$ cat src/rtl/alu_pkg.sv
// Shared opcode and state definitions for the accumulator ALU and its sequencer.
package alu_pkg;

  typedef enum logic [3:0] {
    OP_HLT  = 4'b0000,
    OP_SKZ  = 4'b0001,
    OP_ADD  = 4'b0010,
    OP_AND  = 4'b0011,
    OP_XOR  = 4'b0100,
    OP_LDA  = 4'b0101,
    OP_STO  = 4'b0110,
    OP_JMP  = 4'b0111,
    OP_SUB  = 4'b1000,
    OP_ADC  = 4'b1001,
    OP_OR   = 4'b1010,
    OP_SHL  = 4'b1011,
    OP_SHR  = 4'b1100,
    OP_MUL  = 4'b1101,
    OP_RSV0 = 4'b1110,
    OP_RSV1 = 4'b1111
  } op_e;

  typedef enum logic {
    ST_IDLE = 1'b0,
    ST_MUL  = 1'b1
  } state_e;

  // Every opcode at or above this value is reserved and behaves as HLT.
  localparam logic [3:0] OP_RSV_BASE = 4'b1110;

  function automatic logic is_reserved(input logic [3:0] op);
    return op >= OP_RSV_BASE;
  endfunction

endpackage

$ cat src/rtl/alu_acc_seq_if.sv
// Decoder-to-ALU op bus plus the accumulator/flag result bus.
// Handshake: an op transfers on a rising clk edge where in_valid && in_ready; in_ready is
// high only when the ALU is idle, ops offered while it is low are dropped (no queueing), and
// out_valid is a one-cycle pulse marking acc/flags/skip as the result of a completed op.
interface alu_acc_seq_if #(
  parameter int WIDTH = 8
);
  logic             in_valid;
  logic             in_ready;
  logic [3:0]       op;
  logic [WIDTH-1:0] data;
  logic [WIDTH-1:0] acc;
  logic             zero;
  logic             neg;
  logic             carry;
  logic             ovf;
  logic             out_valid;
  logic             skip;

  modport master (
    output in_valid, op, data,
    input  in_ready, acc, zero, neg, carry, ovf, out_valid, skip
  );

  modport slave (
    input  in_valid, op, data,
    output in_ready, acc, zero, neg, carry, ovf, out_valid, skip
  );
endinterface

$ cat src/rtl/alu_mul_seq.sv
// Iterative shift-add multiplier: one partial-product step per clock, WIDTH steps total.
// product presents the finished result combinationally in the cycle done is high.
module alu_mul_seq #(
  parameter int WIDTH = 8
) (
  input  logic                 clk,
  input  logic                 rst_n,
  input  logic                 start,
  input  logic [WIDTH-1:0]     a,
  input  logic [WIDTH-1:0]     b,
  output logic                 done,
  output logic [2*WIDTH-1:0]   product
);

  localparam int CW = (WIDTH > 1) ? $clog2(WIDTH) : 1;
  localparam logic [CW-1:0] LAST = CW'(WIDTH - 1);

  logic                 busy_q, busy_d;
  logic [CW-1:0]        cnt_q, cnt_d;
  logic [2*WIDTH-1:0]   mcand_q, mcand_d;
  logic [WIDTH-1:0]     mplier_q, mplier_d;
  logic [2*WIDTH-1:0]   prod_q, prod_d;
  logic [2*WIDTH-1:0]   step_prod;

  always_comb begin
    busy_d    = busy_q;
    cnt_d     = cnt_q;
    mcand_d   = mcand_q;
    mplier_d  = mplier_q;
    prod_d    = prod_q;
    step_prod = prod_q + (mplier_q[0] ? mcand_q : '0);
    if (start) begin
      busy_d   = 1'b1;
      cnt_d    = '0;
      mcand_d  = {{WIDTH{1'b0}}, a};
      mplier_d = b;
      prod_d   = '0;
    end else if (busy_q) begin
      prod_d   = step_prod;
      mcand_d  = mcand_q << 1;
      mplier_d = mplier_q >> 1;
      cnt_d    = cnt_q + 1'b1;
      if (cnt_q == LAST) begin
        busy_d = 1'b0;
      end
    end
  end

  always_ff @(posedge clk or negedge rst_n) begin
    if (!rst_n) begin
      busy_q   <= 1'b0;
      cnt_q    <= '0;
      mcand_q  <= '0;
      mplier_q <= '0;
      prod_q   <= '0;
    end else begin
      busy_q   <= busy_d;
      cnt_q    <= cnt_d;
      mcand_q  <= mcand_d;
      mplier_q <= mplier_d;
      prod_q   <= prod_d;
    end
  end

  assign done    = busy_q && (cnt_q == LAST);
  assign product = step_prod;

endmodule

$ cat src/rtl/alu_acc_seq.sv
// Accumulator ALU: owns acc, carry/ovf flags and the skip-on-zero decision.
// Single-cycle ops retire at the accepting edge; MUL holds the bus for WIDTH cycles.
module alu_acc_seq
  import alu_pkg::*;
#(
  parameter int WIDTH  = 8,
  parameter bit MUL_EN = 1'b1
) (
  input  logic        clk,
  input  logic        rst_n,
  alu_acc_seq_if.slave bus,
  output state_e      dbg_state
);

  state_e             state_q, state_d;
  logic [WIDTH-1:0]   acc_q, acc_d;
  logic               carry_q, carry_d;
  logic               ovf_q, ovf_d;
  logic               out_valid_q, out_valid_d;
  logic               skip_q, skip_d;

  op_e                op_eff;
  logic               cin;
  logic [WIDTH:0]     add_res;
  logic [WIDTH:0]     sub_res;
  logic               mul_done;
  logic [2*WIDTH-1:0] mul_product;

  assign op_eff  = is_reserved(bus.op) ? OP_HLT : op_e'(bus.op);
  assign cin     = (op_eff == OP_ADC) && carry_q;
  assign add_res = {1'b0, acc_q} + {1'b0, bus.data} + {{WIDTH{1'b0}}, cin};
  assign sub_res = {1'b0, acc_q} - {1'b0, bus.data};

  generate
    if (MUL_EN) begin : g_mul
      logic mul_start;
      assign mul_start = bus.in_valid && (state_q == ST_IDLE) && (op_eff == OP_MUL);
      alu_mul_seq #(.WIDTH(WIDTH)) u_mul (
        .clk     (clk),
        .rst_n   (rst_n),
        .start   (mul_start),
        .a       (acc_q),
        .b       (bus.data),
        .done    (mul_done),
        .product (mul_product)
      );
    end else begin : g_nomul
      assign mul_done    = 1'b0;
      assign mul_product = '0;
    end
  endgenerate

  always_comb begin
    state_d     = state_q;
    acc_d       = acc_q;
    carry_d     = carry_q;
    ovf_d       = ovf_q;
    out_valid_d = 1'b0;
    skip_d      = 1'b0;
    case (state_q)
      ST_IDLE: begin
        if (bus.in_valid) begin
          out_valid_d = 1'b1;
          case (op_eff)
            OP_SKZ: skip_d = (acc_q == '0);
            OP_ADD, OP_ADC: begin
              acc_d   = add_res[WIDTH-1:0];
              carry_d = add_res[WIDTH];
              ovf_d   = (acc_q[WIDTH-1] == bus.data[WIDTH-1]) &&
                        (add_res[WIDTH-1] != acc_q[WIDTH-1]);
            end
            OP_SUB: begin
              acc_d   = sub_res[WIDTH-1:0];
              carry_d = ~sub_res[WIDTH];
              ovf_d   = (acc_q[WIDTH-1] != bus.data[WIDTH-1]) &&
                        (sub_res[WIDTH-1] != acc_q[WIDTH-1]);
            end
            OP_AND: begin acc_d = acc_q & bus.data; ovf_d = 1'b0; end
            OP_XOR: begin acc_d = acc_q ^ bus.data; ovf_d = 1'b0; end
            OP_OR:  begin acc_d = acc_q | bus.data; ovf_d = 1'b0; end
            OP_LDA: begin acc_d = bus.data;         ovf_d = 1'b0; end
            OP_SHL: begin
              acc_d   = {acc_q[WIDTH-2:0], 1'b0};
              carry_d = acc_q[WIDTH-1];
              ovf_d   = acc_q[WIDTH-1] ^ acc_q[WIDTH-2];
            end
            OP_SHR: begin
              acc_d   = {1'b0, acc_q[WIDTH-1:1]};
              carry_d = acc_q[0];
              ovf_d   = 1'b0;
            end
            OP_MUL: begin
              // Without a multiplier MUL retires immediately as a no-change op.
              if (MUL_EN) begin
                state_d     = ST_MUL;
                out_valid_d = 1'b0;
              end
            end
            default: ;
          endcase
        end
      end
      ST_MUL: begin
        if (mul_done) begin
          acc_d       = mul_product[WIDTH-1:0];
          carry_d     = |mul_product[2*WIDTH-1:WIDTH];
          ovf_d       = 1'b0;
          out_valid_d = 1'b1;
          state_d     = ST_IDLE;
        end
      end
      default: state_d = ST_IDLE;
    endcase
  end

  always_ff @(posedge clk or negedge rst_n) begin
    if (!rst_n) begin
      state_q     <= ST_IDLE;
      acc_q       <= '0;
      carry_q     <= 1'b0;
      ovf_q       <= 1'b0;
      out_valid_q <= 1'b0;
      skip_q      <= 1'b0;
    end else begin
      state_q     <= state_d;
      acc_q       <= acc_d;
      carry_q     <= carry_d;
      ovf_q       <= ovf_d;
      out_valid_q <= out_valid_d;
      skip_q      <= skip_d;
    end
  end

  assign bus.in_ready  = (state_q == ST_IDLE);
  assign bus.acc       = acc_q;
  assign bus.zero      = (acc_q == '0);
  assign bus.neg       = acc_q[WIDTH-1];
  assign bus.carry     = carry_q;
  assign bus.ovf       = ovf_q;
  assign bus.out_valid = out_valid_q;
  assign bus.skip      = skip_q;
  assign dbg_state     = state_q;

endmodule

$ cat src/flat_wrapper.sv
// flat-port wrapper written by rule: the top's interface ports become plain ports
module alu_acc_seq_flat import alu_pkg::*;
#(
  parameter int WIDTH  = 8,
  parameter bit MUL_EN = 1'b1
)
  (clk, rst_n, dbg_state, bus_in_valid, bus_op, bus_data, bus_in_ready, bus_acc, bus_zero, bus_neg, bus_carry, bus_ovf, bus_out_valid, bus_skip);
  alu_acc_seq_if #(.WIDTH(WIDTH)) bus_i ();
  input  logic clk;
  input  logic rst_n;
  output state_e dbg_state;
  input wire logic [$bits(bus_i.in_valid)-1:0] bus_in_valid;
  input wire logic [$bits(bus_i.op)-1:0] bus_op;
  input wire logic [$bits(bus_i.data)-1:0] bus_data;
  output wire logic [$bits(bus_i.in_ready)-1:0] bus_in_ready;
  output wire logic [$bits(bus_i.acc)-1:0] bus_acc;
  output wire logic [$bits(bus_i.zero)-1:0] bus_zero;
  output wire logic [$bits(bus_i.neg)-1:0] bus_neg;
  output wire logic [$bits(bus_i.carry)-1:0] bus_carry;
  output wire logic [$bits(bus_i.ovf)-1:0] bus_ovf;
  output wire logic [$bits(bus_i.out_valid)-1:0] bus_out_valid;
  output wire logic [$bits(bus_i.skip)-1:0] bus_skip;
  assign bus_i.in_valid = bus_in_valid;
  assign bus_i.op = bus_op;
  assign bus_i.data = bus_data;
  assign bus_in_ready = bus_i.in_ready;
  assign bus_acc = bus_i.acc;
  assign bus_zero = bus_i.zero;
  assign bus_neg = bus_i.neg;
  assign bus_carry = bus_i.carry;
  assign bus_ovf = bus_i.ovf;
  assign bus_out_valid = bus_i.out_valid;
  assign bus_skip = bus_i.skip;
  alu_acc_seq #(.WIDTH(WIDTH), .MUL_EN(MUL_EN)) u_core (.clk(clk), .rst_n(rst_n), .bus(bus_i), .dbg_state(dbg_state));
endmodule
$ cat config.mk
export PLATFORM = sky130hd
export DESIGN_NAME = alu_acc_seq_flat
export DESIGN_NICKNAME = d
export VERILOG_FILES = /design/src/rtl/alu_pkg.sv /design/src/rtl/alu_acc_seq_if.sv /design/src/rtl/alu_mul_seq.sv /design/src/rtl/alu_acc_seq.sv /design/src/flat_wrapper.sv
export SDC_FILE = /design/constraint.sdc
export NUM_CORES = 1
export LEC_CHECK = 0
export CORE_MARGIN = 1.5
export CORE_UTILIZATION = 58
export CTS_CLUSTER_SIZE = 28
export DETAILED_ROUTE_END_ITERATION = 10
export PLACE_DENSITY = 0.81
export SETUP_SLACK_MARGIN = 0.4
export SLEW_MARGIN = 0
export SYNTH_ARGS = -nofsm -noshare
export SYNTH_HDL_FRONTEND = slang
export SYNTH_SLANG_ARGS = --single-unit
$ cat constraint.sdc
create_clock -name clk -period 7.99 [get_ports clk]
set_input_delay 1.598 -clock clk [delete_from_list [all_inputs] [get_ports clk]]
set_output_delay 1.598 -clock clk [all_outputs]
set_load 0.02 [all_outputs]
== Word level (Yosys, flattened, before mapping) ==
Index checks and enable logic that the tools add are counted.

* Word-level logic and storage cells: 94
* Input port bits: 15
* Output and inout bits: 16
* Register bits: 57

* Eq/ne operators: 21
* Reductions and logical operators: 14
* Multiplexer cells: 36
* Magnitude comparators: 1
* Bitwise operators: 6
* Add/subtract/negate cells: 5

{| class="wikitable"
|+ Operators with widths
! cell !! count
|-
| 16-bit two-way mux || 5
|-
| 8-bit case mux with 8 select lines || 1
|-
| 8-bit two-way mux || 4
|-
| 4-bit == test, second input constant || 6
|-
| 16-bit adder || 1
|-
| 1-bit two-way mux || 16
|-
| 8-bit case mux with 2 select lines || 1
|-
| 8-bit by 8-bit adder with 9-bit output || 1
|-
| 9-bit by 1-bit adder with 9-bit output || 1
|-
| 9-bit by 1-bit inequality test with 1-bit output, second input constant || 1
|-
| 3-bit AND reduction || 3
|-
| 8-bit by 8-bit subtractor with 9-bit output || 1
|-
| 8-bit bitwise AND || 1
|-
| 4-bit by 2-bit == test with 1-bit output, second input constant || 2
|-
| 4-bit by 3-bit == test with 1-bit output, second input constant || 2
|-
| 8-bit logical NOT || 1
|-
| 8-bit OR || 1
|-
| 1-bit case mux with 2 select lines || 4
|-
| 1-bit case mux with 4 select lines || 2
|-
| 8-bit OR reduction || 1
|-
| 8-bit XOR || 1
|-
| 1-bit logical AND || 6
|-
| 3-bit two-way mux || 2
|-
| 5-bit by 1-bit inequality test with 1-bit output, second input constant || 1
|-
| 14 further kinds || 18
|}

== Logic depth before layout (Yosys ltp) ==
* Depth after elaboration: 10
* Depth in mapped cells: 14
* Depth with buffers taken out: 13

== Cells and area by module ==
A second synthesis with hierarchy kept.

* Cell total of the unflattened synthesis: 584
* Area, all modules: 5063.6 sq um

{| class="wikitable"
|+ Modules (own cells, without submodules)
! module !! instances !! area an instance (sq um) !! cells an instance !! seq. area each (sq um)
|-
| alu_mul_seq || 1 || 2839.0 || 289 || 1101.1
|-
| alu_acc_seq || 1 || 2224.6 || 295 || 325.3
|}

== Worst setup path after synthesis ==
OpenSTA, ideal clock, no wires.

* Path type: input port to flip-flop
* Start: input port bus_op[2]
* End: register u_core.ovf_q, in the netlist u_core.bus.ovf
* Cell stages on the path: 13
* Buffers on the path: 1
* Library setup time: 0.133 ns
* Path slack: 3.921 ns
* Arrival: 3.936 ns
* Required time: 7.857 ns
* Cell sequence: clkbuf_1 -> nor2b_1 -> nand2_1 -> nor2_1 -> fa_1 -> a21o_1 -> a2111o_1 -> a21o_1 -> a21o_1 -> xnor2_1 -> a32o_1 -> a31oi_1 -> o31ai_2

* Word-level cells in the longest chain between the ends: 10
* Elaborated cells on any way between the ends: 22
* Classes of those cells: add/sub: 1; order compare: 1; eq/ne: 11; mux: 4; reduce/logical: 5

{| class="wikitable"
|+ RTL lines
! item !! RTL line !! source
|-
| from (decl) || flat_wrapper.sv:13 || <nowiki>input wire logic [$bits(bus_i.op)-1:0] bus_op;</nowiki>
|-
| 4-bit greater-or-equal comparator || alu_pkg.sv:32 || <nowiki>return op >= OP_RSV_BASE;</nowiki>
|-
| 4-bit two-way mux * || alu_acc_seq.sv:29 || <nowiki>assign op_eff = is_reserved(bus.op) ? OP_HLT : op_e'(bus.op);</nowiki>
|-
| 4-bit == test || alu_acc_seq.sv:30, alu_acc_seq.sv:64 ||
|-
| 1-bit logical AND || alu_acc_seq.sv:30 || <nowiki>assign cin = (op_eff == OP_ADC) && carry_q;</nowiki>
|-
| 9-bit by 1-bit adder with 9-bit output || alu_acc_seq.sv:31 || <nowiki>assign add_res = {1'b0, acc_q} + {1'b0, bus.data} + {{WIDTH{1'b0}}, cin};</nowiki>
|-
| 1-bit inequality test || alu_acc_seq.sv:70 || <nowiki>(add_res[WIDTH-1] != acc_q[WIDTH-1]);</nowiki>
|-
| 1-bit logical AND || alu_acc_seq.sv:69 || <nowiki>ovf_d = (acc_q[WIDTH-1] == bus.data[WIDTH-1]) &&</nowiki>
|-
| 1-bit case mux with 4 select lines || alu_acc_seq.sv:64 || <nowiki>case (op_eff)</nowiki>
|-
| 1-bit two-way mux || alu_acc_seq.sv:62 || <nowiki>if (bus.in_valid) begin</nowiki>
|-
| 1-bit case mux with 2 select lines || alu_acc_seq.sv:60 || <nowiki>case (state_q)</nowiki>
|-
| to (signal assigned) || alu_acc_seq.sv:128 || <nowiki>ovf_q <= ovf_d;</nowiki>
|-
| to (decl) || alu_acc_seq.sv:18 || <nowiki>logic ovf_q, ovf_d;</nowiki>
|}

Mark *: on every way between the ends. The rest lies on a longest branch, timed or not. The select of a mux whose other input is x is not followed.
A chain may end at the register's enable or synchronous reset.

== Worst setup path in the final report ==
* Start: input port bus_op[3]
* End: register u_core.ovf_q, in the netlist u_core.bus.ovf

Same word-level chain as after synthesis.

==> impl_metrics.toml <==
[setup_path]
crit_required_ns = 8.20
crit_path_start = "bus_op[3]"
worst-endpoint-arrival_ns = 4.86
critical_path.cell_chain = "clkdlybuf4s50_1 > nor2b_1 > nand2_1 > nor2_1 > fa_1 > a21o_1 > a2111o_1 > a21o_1 > a21o_1 > xnor2_1 > a32o_1 > a31oi_1 > o31ai_2"
cp-end-kind = "register"
slowest_stage = "clkdlybuf4s50_1"
cpMostUsedCell = "a21o_1"
max_stage_delay_ns = 0.76
r2r_cells = 11
crit_type = "in -> reg"
crit_path_start_kind = "input port"
r2r_end = "u_core.bus.carry$_DFFE_PN0P_"
cp_max_fo = 22
timing.rr.start = "u_core.g_mul.u_mul.mplier_q[0]$_DFFE_PN0P_"
rrSetupSlack_ns = 4.40

[yosys]
synth_nets = 583
netlist_area_um2 = 4550
yosysSeqAreaShare_pct = 31.3
synth_enable_flop_cells = 0
synthCells = 522
async_flop_share_pct = 100
synth_cell_type_count = 60
ys_seq_elements = 57
yosysWarnings = 0
synthFlopType = "dfrtp_1"
syn_avg_cell_area_um2 = 8.72

[timing]
slew_headroom_pct = 28.6
fin_skew_ns = 0.00810
period_share_pct = 58.2
rsz0062_at_grt = "false"
fmax_ghz = 0.215
fin_ws_ns = 3.34
slew_violations = 0
holdWs_ns = 0.516
min_period_ns = 4.65
final-hold-violation-count = 0
setup_violations = 0
tns_ns = 0
worst_pin_slew_ns = 1.07

[power]
p_switching_mw = 0.913
seq_power_share_pct = 28.6
p_clk_share_pct = 14.7
p_int_mw = 1.07
power.share.combinational_pct = 56.8
powerDensity_nw_per_um2 = 387
leakage_nw = 2.26
finalPower_mw = 1.98
ir_drop_v = 0.000246
swShare_pct = 46.0

[final_layout]
nNetsFinal = 604
syn2layout_area_growth_pct = 12.5
n_fill_cell = 659
drive_gt1_share_pct = 5.84
layout.cells.non_filler = 650
utilization_pct = 67.0
final_cell_mix = "dfrtp_1 (56), nand2_1 (47), nor2_1 (44)"
antenna_cells = 0
final_area_um2 = 5120
final_common_cell = "dfrtp_1"

[floorplanning]
dieArea_um2 = 8390
rows = 32
ios = 31
core_um2 = 7650
start_util_pct = 59.5
die_x_um = 91.6
die_y_um = 91.6

[routing]
via_count = 4072
first_iter_violations = 359
firstDrtPassIters = 5
post-route-drc-count = 0
wl_mm = 12.1
antenna_left = 0
viasPerCell = 6.26
wl_per_cell_um = 18.7

[clocking]
clockBufferDepth = 2
cts_num_sinks = 57
hold_buffers = 0
cts_tree = "done"
clock-root-buffer = "clkbuf_8"
postCtsSetupBuffers = 0
cts.clk_slew.worst_paths_ns = 0.07
cts-buffers-inserted = 9
htree_levels = 3
cts_resized = 0
clk_latency_ns = 0.35

[placement]
dp_hpwl_mm = 8.80
gp_congestion = 1.01
placed_cells_incl_taps = 634
port_buffers = 30
dpl_cell_area_um2 = 4910
place_ws_ns = 3.01

[grt]
grt_pass1_wl_mm = 20.3
grt_antenna_before_repair = 0
grt_max_degree = 62
gr-total-overflow = 0
grt_usage_pct = 31.0
grt_pass1_vias = 3974

[worst_hold_path]
hp-start = "u_core.bus.ovf$_DFFE_PN0P_"
hold_class = "reg -> reg"
holdPathEnd = "u_core.bus.ovf$_DFFE_PN0P_"
min_path_cells = 2

[status]
status = "finished clean"

[run]
cap_violations = 0
## worst max-delay path by stage
stage / to / cells after the start
floorplan: u_core.bus.ovf$_DFFE_PN0P_ / 13
global placement: u_core.bus.ovf$_DFFE_PN0P_ / 13
detailed placement: u_core.bus.ovf$_DFFE_PN0P_ / 13
CTS: u_core.bus.ovf$_DFFE_PN0P_ / 13
global route: u_core.bus.ovf$_DFFE_PN0P_ / 13
finish: u_core.bus.ovf$_DFFE_PN0P_ / 13
## flip-flops by register name, summed over array words and instances, names as in the netlist, 3 cells and up
| signal | flops |
|---|---|
| u_core.g_mul.u_mul.prod_q | 16 |
| u_core.g_mul.u_mul.mplier_q | 8 |
| u_core.bus.acc | 8 |
| u_core.g_mul.u_mul.cnt_q | 3 |
| u_core.g_mul.u_mul.mcand_q | 16 |
## critical path, delay by kind of cell
kind,cells,cell delay [ns]
buffers and inverters,1,0.76
and+or+nand+nor,3,0.45
xor gates and xnor gates,1,0.14
AOI/OAI and AO/OA,7,1.49
adders and majority gates,1,0.41
## Yosys cell counts, types with 3 or more instances
| cell | count | share of area (%) |
|---|---|---|
| dfrtp_1 | 57 | 31 |
| nand2_1 | 47 | 3.9 |
| nor2_1 | 44 | 3.6 |
| ha_1 | 42 | 12 |
| o21ai_0 | 41 | 4.5 |
| mux2i_1 | 40 | 8.8 |
| a21oi_1 | 32 | 3.5 |
| inv_1 | 27 | 2.2 |
| and2_1 | 18 | 2.5 |
| clkbuf_1 | 14 | 1.2 |
| a21o_1 | 12 | 2.0 |
| xnor2_1 | 12 | 2.3 |
| o21ai_1 | 10 | 1.1 |
| nand2b_1 | 9 | 1.2 |
| nor3_1 | 8 | 0.88 |
| a211oi_1 | 6 | 0.99 |
| a31oi_1 | 6 | 0.82 |
| a22oi_1 | 5 | 0.82 |
| buf_1 | 5 | 0.41 |
| o21bai_1 | 5 | 0.82 |
| and3_1 | 4 | 0.55 |
| buf_2 | 4 | 0.44 |
| fa_1 | 4 | 1.8 |
| nor2b_1 | 4 | 0.55 |
| nor4_1 | 4 | 0.55 |
| o22ai_1 | 4 | 0.55 |
| xor2_1 | 4 | 0.77 |
| a2111oi_0 | 3 | 0.58 |
| a32oi_1 | 3 | 0.58 |
| nand4_1 | 3 | 0.41 |
| o211ai_1 | 3 | 0.49 |
| o21a_1 | 3 | 0.49 |
## cells by family (layout without fill, tap and decap cells)
kind of cell               Yosys count  in the layout  share of synthesized area [%]
xor gates and xnor gates            16             16                           3.08
adders and majority gates           46             46                           13.3
DFF                                 57             57                           31.3
AOI/OAI and AO/OA                  161            161                           23.2
muxes                               40             40                           8.80
and+or+nand+nor                    149            149                           15.5
buffers and inverters               53             79                           4.73
## power by group through the flow
stage | Sequential (mW) | Combinational [mW] | Clock [mW]
floorplan | 0.550 | 0.807 | 0
global placement | 0.566 | 1.08 | 0
detailed placement | 0.570 | 1.11 | 0
CTS | 0.568 | 1.12 | 0.297
global route | 0.587 | 1.25 | 0.306
finish | 0.567 | 1.13 | 0.291
## metal layers
metal	track usage [%]	routed length, um	vias up
met5	0	0	-
met4	13.3	508	0
met3	6.78	831	44
met2	49.8	5650	161
met1	40.1	5130	1941
li1	-	-	1926
## layout make-up
cell class                 count  area, um2  share of cell area [%]
multi-input combinational    412       2910                    56.9
sequential                    57       1430                    27.9
timing repair buffer          35        333                    6.50
clock buffer                  10        138                    2.69
tap                          102        128                    2.49
inverter                      28        105                    2.05
clock inverter                 6       75.1                    1.47
No activity file was read; power rests on OpenSTA's default activity.
